--- config.mk ---
export PLATFORM = sky130hd
export DESIGN_NAME = decode_check_aligner
export DESIGN_NICKNAME = d
export VERILOG_FILES = /design/src/rtl/decode_align_pkg.sv /design/src/rtl/decode_align_fifo.sv /design/src/rtl/decode_check_aligner.sv
export SDC_FILE = /design/constraint.sdc
export NUM_CORES = 2
export LEC_CHECK = 0
export ABC_CLOCK_PERIOD_IN_PS = 36700
export BUFFER_PORTS_ARGS = -buffer_cell sky130_fd_sc_hd__clkbuf_2
export CAP_MARGIN = 20
export CORE_MARGIN = 5
export CORE_UTILIZATION = 50
export DETAILED_ROUTE_END_ITERATION = 16
export GPL_ROUTABILITY_DRIVEN = 0
export PLACE_DENSITY = 0.7
export SLEW_MARGIN = 20
export SYNTH_ARGS = -nofsm -noshare
export SYNTH_HDL_FRONTEND = slang
export SYNTH_SLANG_ARGS = --single-unit
--- constraint.sdc ---
create_clock -name clk -period 36.7 [get_ports clk]
set_input_delay 5.505 -clock clk [delete_from_list [all_inputs] [get_ports clk]]
set_output_delay 5.505 -clock clk [all_outputs]
set_load 0.02 [all_outputs]
--- src/rtl/decode_align_pkg.sv ---
// -----------------------------------------------------------------------------
// decode_align_pkg
// Shared types for the decoder compare-path aligner.
//   FIELDS_W        : width of one packed decode result (111 bits)
//   decode_fields_t : {rd, rs1, rs2, imm, Single_Instruction}
//   gold_entry_t    : one buffered golden result {pc, fields}
//   align_state_e   : aligner sequencing states
//   sat_inc32       : saturating 32-bit increment used by the compare counter
// -----------------------------------------------------------------------------
package decode_align_pkg;

  localparam int FIELDS_W = 111;
  localparam int PC_W     = 32;
  localparam int ENTRY_W  = PC_W + FIELDS_W;

  typedef struct packed {
    logic [4:0]  rd;
    logic [4:0]  rs1;
    logic [4:0]  rs2;
    logic [31:0] imm;
    logic [63:0] Single_Instruction;
  } decode_fields_t;

  typedef struct packed {
    logic [PC_W-1:0] pc;
    decode_fields_t  fields;
  } gold_entry_t;

  typedef enum logic [1:0] {
    IDLE  = 2'd0,
    RUN   = 2'd1,
    DRAIN = 2'd2,
    ERROR = 2'd3
  } align_state_e;

  // Counter that sticks at all-ones instead of wrapping back to zero.
  function automatic logic [31:0] sat_inc32(input logic [31:0] v);
    return (v == 32'hFFFF_FFFF) ? v : v + 32'd1;
  endfunction

endpackage

--- src/rtl/decode_align_fifo.sv ---
// -----------------------------------------------------------------------------
// decode_align_fifo
// Synchronous show-ahead FIFO holding golden decode results {pc, fields}.
// The head entry is visible on dout while not empty so the aligner can pair
// it with a DUT result in the same cycle the pop is requested.
// Ports:
//   clk, rst     : clock, asynchronous active-high reset (pointers/level only)
//   push, din    : write request and data (ignored while full)
//   pop          : read request (ignored while empty)
//   dout         : current head entry
//   full, empty  : occupancy flags
//   level        : occupancy, one bit wider than the pointers
// -----------------------------------------------------------------------------
module decode_align_fifo
  import decode_align_pkg::*;
#(
  parameter int DEPTH = 8
) (
  input  logic                     clk,
  input  logic                     rst,
  input  logic                     push,
  input  gold_entry_t              din,
  input  logic                     pop,
  output gold_entry_t              dout,
  output logic                     full,
  output logic                     empty,
  output logic [$clog2(DEPTH):0]   level
);

  localparam int AW = $clog2(DEPTH);

  gold_entry_t     mem [DEPTH];
  logic [AW-1:0]   wr_ptr;
  logic [AW-1:0]   rd_ptr;
  logic [AW:0]     count;
  logic            do_push;
  logic            do_pop;

  assign full    = (count == (AW+1)'(DEPTH));
  assign empty   = (count == '0);
  assign level   = count;
  assign do_push = push && !full;
  assign do_pop  = pop && !empty;

  // Storage carries no reset: contents are only meaningful below level.
  always_ff @(posedge clk) begin
    if (do_push) begin
      mem[wr_ptr] <= din;
    end
  end

  assign dout = mem[rd_ptr];

  // Pointers are exactly log2(DEPTH) bits so they wrap on their own.
  always_ff @(posedge clk or posedge rst) begin
    if (rst) begin
      wr_ptr <= '0;
      rd_ptr <= '0;
      count  <= '0;
    end else begin
      if (do_push) wr_ptr <= wr_ptr + AW'(1);
      if (do_pop)  rd_ptr <= rd_ptr + AW'(1);
      case ({do_push, do_pop})
        2'b10:   count <= count + (AW+1)'(1);
        2'b01:   count <= count - (AW+1)'(1);
        default: count <= count;
      endcase
    end
  end

endmodule

--- src/rtl/decode_check_aligner.sv ---
// -----------------------------------------------------------------------------
// decode_check_aligner
// Pairs buffered golden-model decode results with DUT decode-stage results of
// the same PC and presents them, registered and aligned, to the decoder
// scoreboard. Ordering loss (PC mismatch, underflow, timeout) is latched and
// freezes the block in a terminal error state until reset.
//
// Optional build macro: DECODE_ALIGN_TRACE_EN enables simulation trace output
// on every issued compare and on error entry; logic is identical either way.
//
// Ports:
//   clk, rst                         : clock, asynchronous active-high reset
//   gold_valid/gold_ready            : golden result handshake
//   gold_pc, gold_fields             : golden result payload
//   dut_valid, dut_pc, dut_fields    : DUT result (no backpressure)
//   dut_instruction                  : raw instruction word of the DUT result
//   drain_req                        : pulse, stop intake and empty the FIFO
//   cmp_valid, cmp_pc, cmp_*_fields,
//   cmp_instruction                  : aligned compare strobe and payload
//   drain_done                       : one-cycle pulse when drain finishes
//   err_pc, err_underflow,
//   err_timeout                      : sticky error flags
//   level                            : FIFO occupancy
//   cmp_count                        : saturating count of compares issued
// -----------------------------------------------------------------------------
module decode_check_aligner
  import decode_align_pkg::*;
#(
  parameter int DEPTH   = 8,
  parameter int TIMEOUT = 64
) (
  input  logic                    clk,
  input  logic                    rst,
  input  logic                    gold_valid,
  output logic                    gold_ready,
  input  logic [31:0]             gold_pc,
  input  logic [FIELDS_W-1:0]     gold_fields,
  input  logic                    dut_valid,
  input  logic [31:0]             dut_pc,
  input  logic [FIELDS_W-1:0]     dut_fields,
  input  logic [31:0]             dut_instruction,
  input  logic                    drain_req,
  output logic                    cmp_valid,
  output logic [31:0]             cmp_pc,
  output logic [FIELDS_W-1:0]     cmp_dut_fields,
  output logic [FIELDS_W-1:0]     cmp_gold_fields,
  output logic [31:0]             cmp_instruction,
  output logic                    drain_done,
  output logic                    err_pc,
  output logic                    err_underflow,
  output logic                    err_timeout,
  output logic [$clog2(DEPTH):0]  level,
  output logic [31:0]             cmp_count
);

  localparam int TW = $clog2(TIMEOUT + 1);

  align_state_e  state;
  align_state_e  state_next;
  logic          drain_done_next;

  gold_entry_t   gold_entry;
  gold_entry_t   fifo_head;
  gold_entry_t   pair_entry;
  logic          fifo_full;
  logic          fifo_empty;
  logic          fifo_push;
  logic          fifo_pop;

  logic          active;
  logic          accepting;
  logic          gold_take;
  logic          bypass;
  logic          pair;
  logic          underflow_evt;
  logic          mismatch_evt;
  logic          timeout_evt;
  logic          err_evt;
  logic          tmo_clear;
  logic [TW-1:0] tmo_cnt;

  assign gold_entry = {gold_pc, gold_fields};

  decode_align_fifo #(
    .DEPTH (DEPTH)
  ) u_fifo (
    .clk   (clk),
    .rst   (rst),
    .push  (fifo_push),
    .din   (gold_entry),
    .pop   (fifo_pop),
    .dout  (fifo_head),
    .full  (fifo_full),
    .empty (fifo_empty),
    .level (level)
  );

  // ---------------------------------------------------------------------------
  // Datapath control: intake, pairing, bypass and error detection.
  // ERROR freezes everything, including the FIFO and the timeout counter.
  // ---------------------------------------------------------------------------
  always_comb begin
    active     = (state != ERROR);
    accepting  = (state == IDLE) || (state == RUN);
    // Held low while reset is asserted so every output reads zero in reset.
    gold_ready = !rst && accepting && !fifo_full;
    gold_take  = gold_valid && gold_ready;

    // With nothing buffered, a golden result arriving alongside its DUT
    // partner is paired directly and never lands in the FIFO.
    bypass     = active && fifo_empty && gold_take && dut_valid;
    fifo_pop   = active && dut_valid && !fifo_empty;
    fifo_push  = gold_take && !bypass;
    pair       = fifo_pop || bypass;
    pair_entry = bypass ? gold_entry : fifo_head;

    underflow_evt = active && dut_valid && fifo_empty && !bypass;
    // A mismatching pair is still issued so the scoreboard records it.
    mismatch_evt  = pair && (pair_entry.pc != dut_pc);

    // The counter tracks how long the current head has been waiting.
    tmo_clear   = fifo_pop || fifo_empty;
    timeout_evt = active && !tmo_clear && (tmo_cnt == TW'(TIMEOUT - 1));

    err_evt = underflow_evt || mismatch_evt || timeout_evt;
  end

  // ---------------------------------------------------------------------------
  // Sequencing FSM: next state and drain completion.
  // ---------------------------------------------------------------------------
  always_comb begin
    state_next      = state;
    drain_done_next = 1'b0;
    case (state)
      IDLE: begin
        if (err_evt) begin
          state_next = ERROR;
        end else if (drain_req) begin
          state_next = DRAIN;
        end else if (gold_take || dut_valid) begin
          state_next = RUN;
        end
      end
      RUN: begin
        if (err_evt) begin
          state_next = ERROR;
        end else if (drain_req) begin
          state_next = DRAIN;
        end
      end
      DRAIN: begin
        // A repeated drain_req here is deliberately ignored.
        if (err_evt) begin
          state_next = ERROR;
        end else if (fifo_empty) begin
          drain_done_next = 1'b1;
          state_next      = IDLE;
        end
      end
      ERROR: begin
        state_next = ERROR;
      end
      default: begin
        state_next = ERROR;
      end
    endcase
  end

  // ---------------------------------------------------------------------------
  // Registered state and outputs.
  // ---------------------------------------------------------------------------
  always_ff @(posedge clk or posedge rst) begin
    if (rst) begin
      state           <= IDLE;
      tmo_cnt         <= '0;
      cmp_valid       <= 1'b0;
      cmp_pc          <= '0;
      cmp_dut_fields  <= '0;
      cmp_gold_fields <= '0;
      cmp_instruction <= '0;
      cmp_count       <= '0;
      drain_done      <= 1'b0;
      err_pc          <= 1'b0;
      err_underflow   <= 1'b0;
      err_timeout     <= 1'b0;
    end else begin
      state      <= state_next;
      drain_done <= drain_done_next;
      cmp_valid  <= pair;

      // Payload holds its last value between compares.
      if (pair) begin
        cmp_pc          <= dut_pc;
        cmp_dut_fields  <= dut_fields;
        cmp_gold_fields <= pair_entry.fields;
        cmp_instruction <= dut_instruction;
        cmp_count       <= sat_inc32(cmp_count);
      end

      if (active) begin
        tmo_cnt <= tmo_clear ? '0 : tmo_cnt + TW'(1);
      end

      err_pc        <= err_pc        | mismatch_evt;
      err_underflow <= err_underflow | underflow_evt;
      err_timeout   <= err_timeout   | timeout_evt;
    end
  end

`ifdef DECODE_ALIGN_TRACE_EN
  always @(posedge clk) begin
    if (!rst && pair) begin
      $display("[ALIGN @ PC=%h] lvl=%0d", dut_pc, level);
    end
    if (!rst && err_evt) begin
      $display("[ALIGN ERROR] type=%s gold_pc=%h dut_pc=%h lvl=%0d",
               underflow_evt ? "UNDERFLOW" : (mismatch_evt ? "PC_MISMATCH" : "TIMEOUT"),
               pair_entry.pc, dut_pc, level);
    end
  end
`else
  // Trace disabled: no simulation output is produced.
`endif

endmodule
==> key figures <==
Outcome
  • Outcome: complete, no violations

Floorplan
  • Die ar.: between 0.1 and 0.15 mm2
  • Height of the die: 349 um
  • Top Ports: between 600 and 700
  • Core area: between 0.1 and 0.15 mm2
  • Rows: ~120
  • Chip Width: 349 um
  • Starting Density: ~50%

Logic synthesis
  • Mapped Area: 0.0573 mm2
  • Mapped Cells: approximately 3,200
  • Syn avg cell area: 17.8 um2
  • Netlist cell types: 45
  • Commonest register cell after synthesis: edfxtp_1
  • YS warnings: 0
  • EDFF count, synth: around 1,100
  • Syn nets: around 3,500
  • Fraction of registers with async set/reset: a little under a quarter
  • Synthesized flop and latch total: 1,486
  • Register area share after synthesis: between 70% and 80%

Worst setup path
  • CP Capture Type: primary output
  • Crit Path Class: in -> out
  • WP data arrival: ~6200 ps
  • Crit path launch type: input port
  • Crit Path Max Fanout: 4
  • Worst path required time: approximately 31,000 ps

Timing
  • Final Hold Fails: 0
  • Final period util: between 30% and 40%
  • Achievable Freq: between 80 and 90 MHz
  • Setup TNS: 0 ps
  • Fin. max-slew vios: 0
  • # setup viols final: 0
  • Worst clock skew: about 28 ps
  • Tmin final: between 10,000 and 15,000 ps
  • Worst Tran Pin Value: roughly 1200 ps
  • Unrepaired setup endpoints after global routing: no
  • Rel. slew slack: between 20% and 30%

Power
  • Pwr dens: 75.0 mW/mm2
  • Leakage: approximately 25 nW
  • Worst VDD drop: approximately 64 uV

CTS
  • Clock Sinks: roughly 1,500
  • CTS Hold Bufs: 0
  • Clk root buf: clkbuf_16
  • Max Buffers Root-to-Sink: 3
  • H-tree lvl count: 4
  • Clk slew on worst S/H paths: around 60 ps
  • CTS tree: built
  • CTS Buf Count: approximately 150
  • Setup bufs post-CTS: 0
  • Post-CTS sizing: 0
  • Latest clock arrival within the worst-skew pair: 760 ps

Detailed routing
  • Vias: 31,000
  • Remaining DRCs: 0
  • Antenna viol nets, final: 0
  • Drt initial violations: 2,335
  • Avg WL per Cell: roughly 25 um
  • Vias/cell: approximately 5.6
  • TritonRoute pass-1 iters: 5
  • Routed WL: 140,000 um

Global routing
  • Total Routing Usage GR: 22.9%
  • First-pass GRT wire length: ~210,000 um
  • Number of global-route vias before repair: roughly 32,000
  • Initial antenna violation count: 42
  • GR Overflow Total: 0
  • Largest net degree at the start of global routing: ~150

Cells and area
  • # fillers: 8,561
  • Commonest non-fill, non-tap cell in the layout: edfxtp_1
  • Layout Nets: around 4,200
  • Layout Cells excl Fill: 5,569
  • Layout cells sized above 1: 32.5%
  • Area delta synth->final: 17.6%
  • Commonest cells after routing, fill and taps aside: edfxtp_1, clkbuf_2, nand2_1

Place
  • Port bufs: between 600 and 700
  • Hpwl dp: 86,500 um
  • Post-placement cell count: about 5,300

Job
  • Max-cap violations: 0

Min path
  • Min-delay worst type: reg -> reg
==> synth_stat cells, types with 2 or more instances <==
cell type | number | area share (%)
and3_1 | 5 | 0.055
a22oi_1 | 29 | 0.38
mux2i_1 | 144 | 2.5
nand3_1 | 19 | 0.17
mux4_2 | 286 | 11
buf_2 | 62 | 0.54
buf_4 | 4 | 0.052
edfxtp_1 | 1144 | 60
and4_1 | 2 | 0.031
nor3_1 | 8 | 0.070
a21oi_1 | 86 | 0.75
and2_1 | 2 | 0.022
o21ai_0 | 122 | 1.1
inv_1 | 10 | 0.066
nand2_1 | 548 | 3.6
nand4_1 | 9 | 0.098
clkbuf_1 | 72 | 0.47
buf_1 | 26 | 0.17
a21o_1 | 3 | 0.039
ha_1 | 7 | 0.15
buf_6 | 3 | 0.059
mux2_2 | 67 | 1.3
nor4_1 | 13 | 0.14
nand2b_1 | 5 | 0.055
dfrtp_1 | 342 | 15
xnor2_1 | 58 | 0.89
xor2_1 | 13 | 0.20
or3_1 | 2 | 0.022
nor2_1 | 105 | 0.69
==> cell families after synthesis <==
| group | count (synthesis) | share of synthesized area (%) |
|---|---|---|
| DFF | 1486 | 74.9 |
| and+or+nand+nor | 724 | 5.03 |
| muxes | 497 | 15.1 |
| AOI/OAI and AO/OA | 249 | 2.37 |
| buffers and inverters | 177 | 1.36 |
| xor gates and xnor gates | 71 | 1.09 |
| adders and majority gates | 8 | 0.188 |
==> routing by layer <==
metal | track usage (%) | routed length, um
met1 | 28.4 | 53100
met2 | 39.7 | 72800
met3 | 5.00 | 8920
met4 | 8.87 | 4660
met5 | 0 | 71
==> area by class of cell <==
cell class                 instances  area, um2  share of cell area, %
antenna                           32       80.1                  0.119
clock buffer                     203       4220                   6.27
clock inverter                    80        885                   1.31
inverter                          10       47.5                 0.0705
multi-input combinational       1549      13700                   20.3
sequential                      1486      42900                   63.7
tap                             1512       1890                   2.81
timing repair buffer             697       3670                   5.44
==> worst max-delay path, cell delays in order <==
cell and delay (ps):
clkbuf_2 140, a211oi_1 350, clkbuf_2 240
==> flip-flops by register name, indices dropped and copies added, names as in the netlist, 4 cells and up <==
register         count
u_fifo.mem        1144
cmp_dut_fields     111
cmp_gold_fields    111
cmp_count           32
cmp_instruction     32
cmp_pc              32
tmo_cnt              7
u_fifo.level         4
==> path summary, 6_finish.rpt <==
path / depth (start not counted) / from / slack, ps / endpoint
setup reg to reg: 8 / u_fifo.rd_ptr[0]$_DFFE_PP0P_ / 32050 / cmp_gold_fields[94]$_DFFE_PP0P_
max in group asynchronous: 4 / rst / 29530 / cmp_dut_fields[71]$_DFFE_PP0P_
hold reg to reg: 2 / cmp_instruction[27]$_DFFE_PP0P_ / 470 / cmp_instruction[27]$_DFFE_PP0P_
hold / removal: 2 / cmp_instruction[27]$_DFFE_PP0P_ / 470 / cmp_instruction[27]$_DFFE_PP0P_
setup / recovery: 3 / rst / 24960 / gold_ready
min in group asynchronous: 2 / rst / 4990 / cmp_gold_fields[39]$_DFFE_PP0P_
==> where the power goes <==
group	internal [mW]	total [mW]	switching (mW)
logic	0.591	1.39	0.802
registers	1.98	2.11	0.131
clock network	0.908	1.55	0.644
==> through the flow <==
stage | util [%] | hold slack (ps) | total power [mW] | setup WS (ps) | cell area [um2]
2_1_floorplan | - | 450 | 3.10 | 19460 | 57300
3_3_place_gp | 54.5 | 443 | 3.54 | 24960 | 62200
3_5_place_dp | 54.5 | 454 | 3.56 | 25000 | 62200
4_1_cts | 59.0 | 473 | 5.11 | 24990 | 67300
5_1_grt | 59.1 | 489 | 5.31 | 24910 | 67400
6_report | 59.1 | 473 | 5.05 | 24960 | 67400
Power figures use the tool's default switching activity.
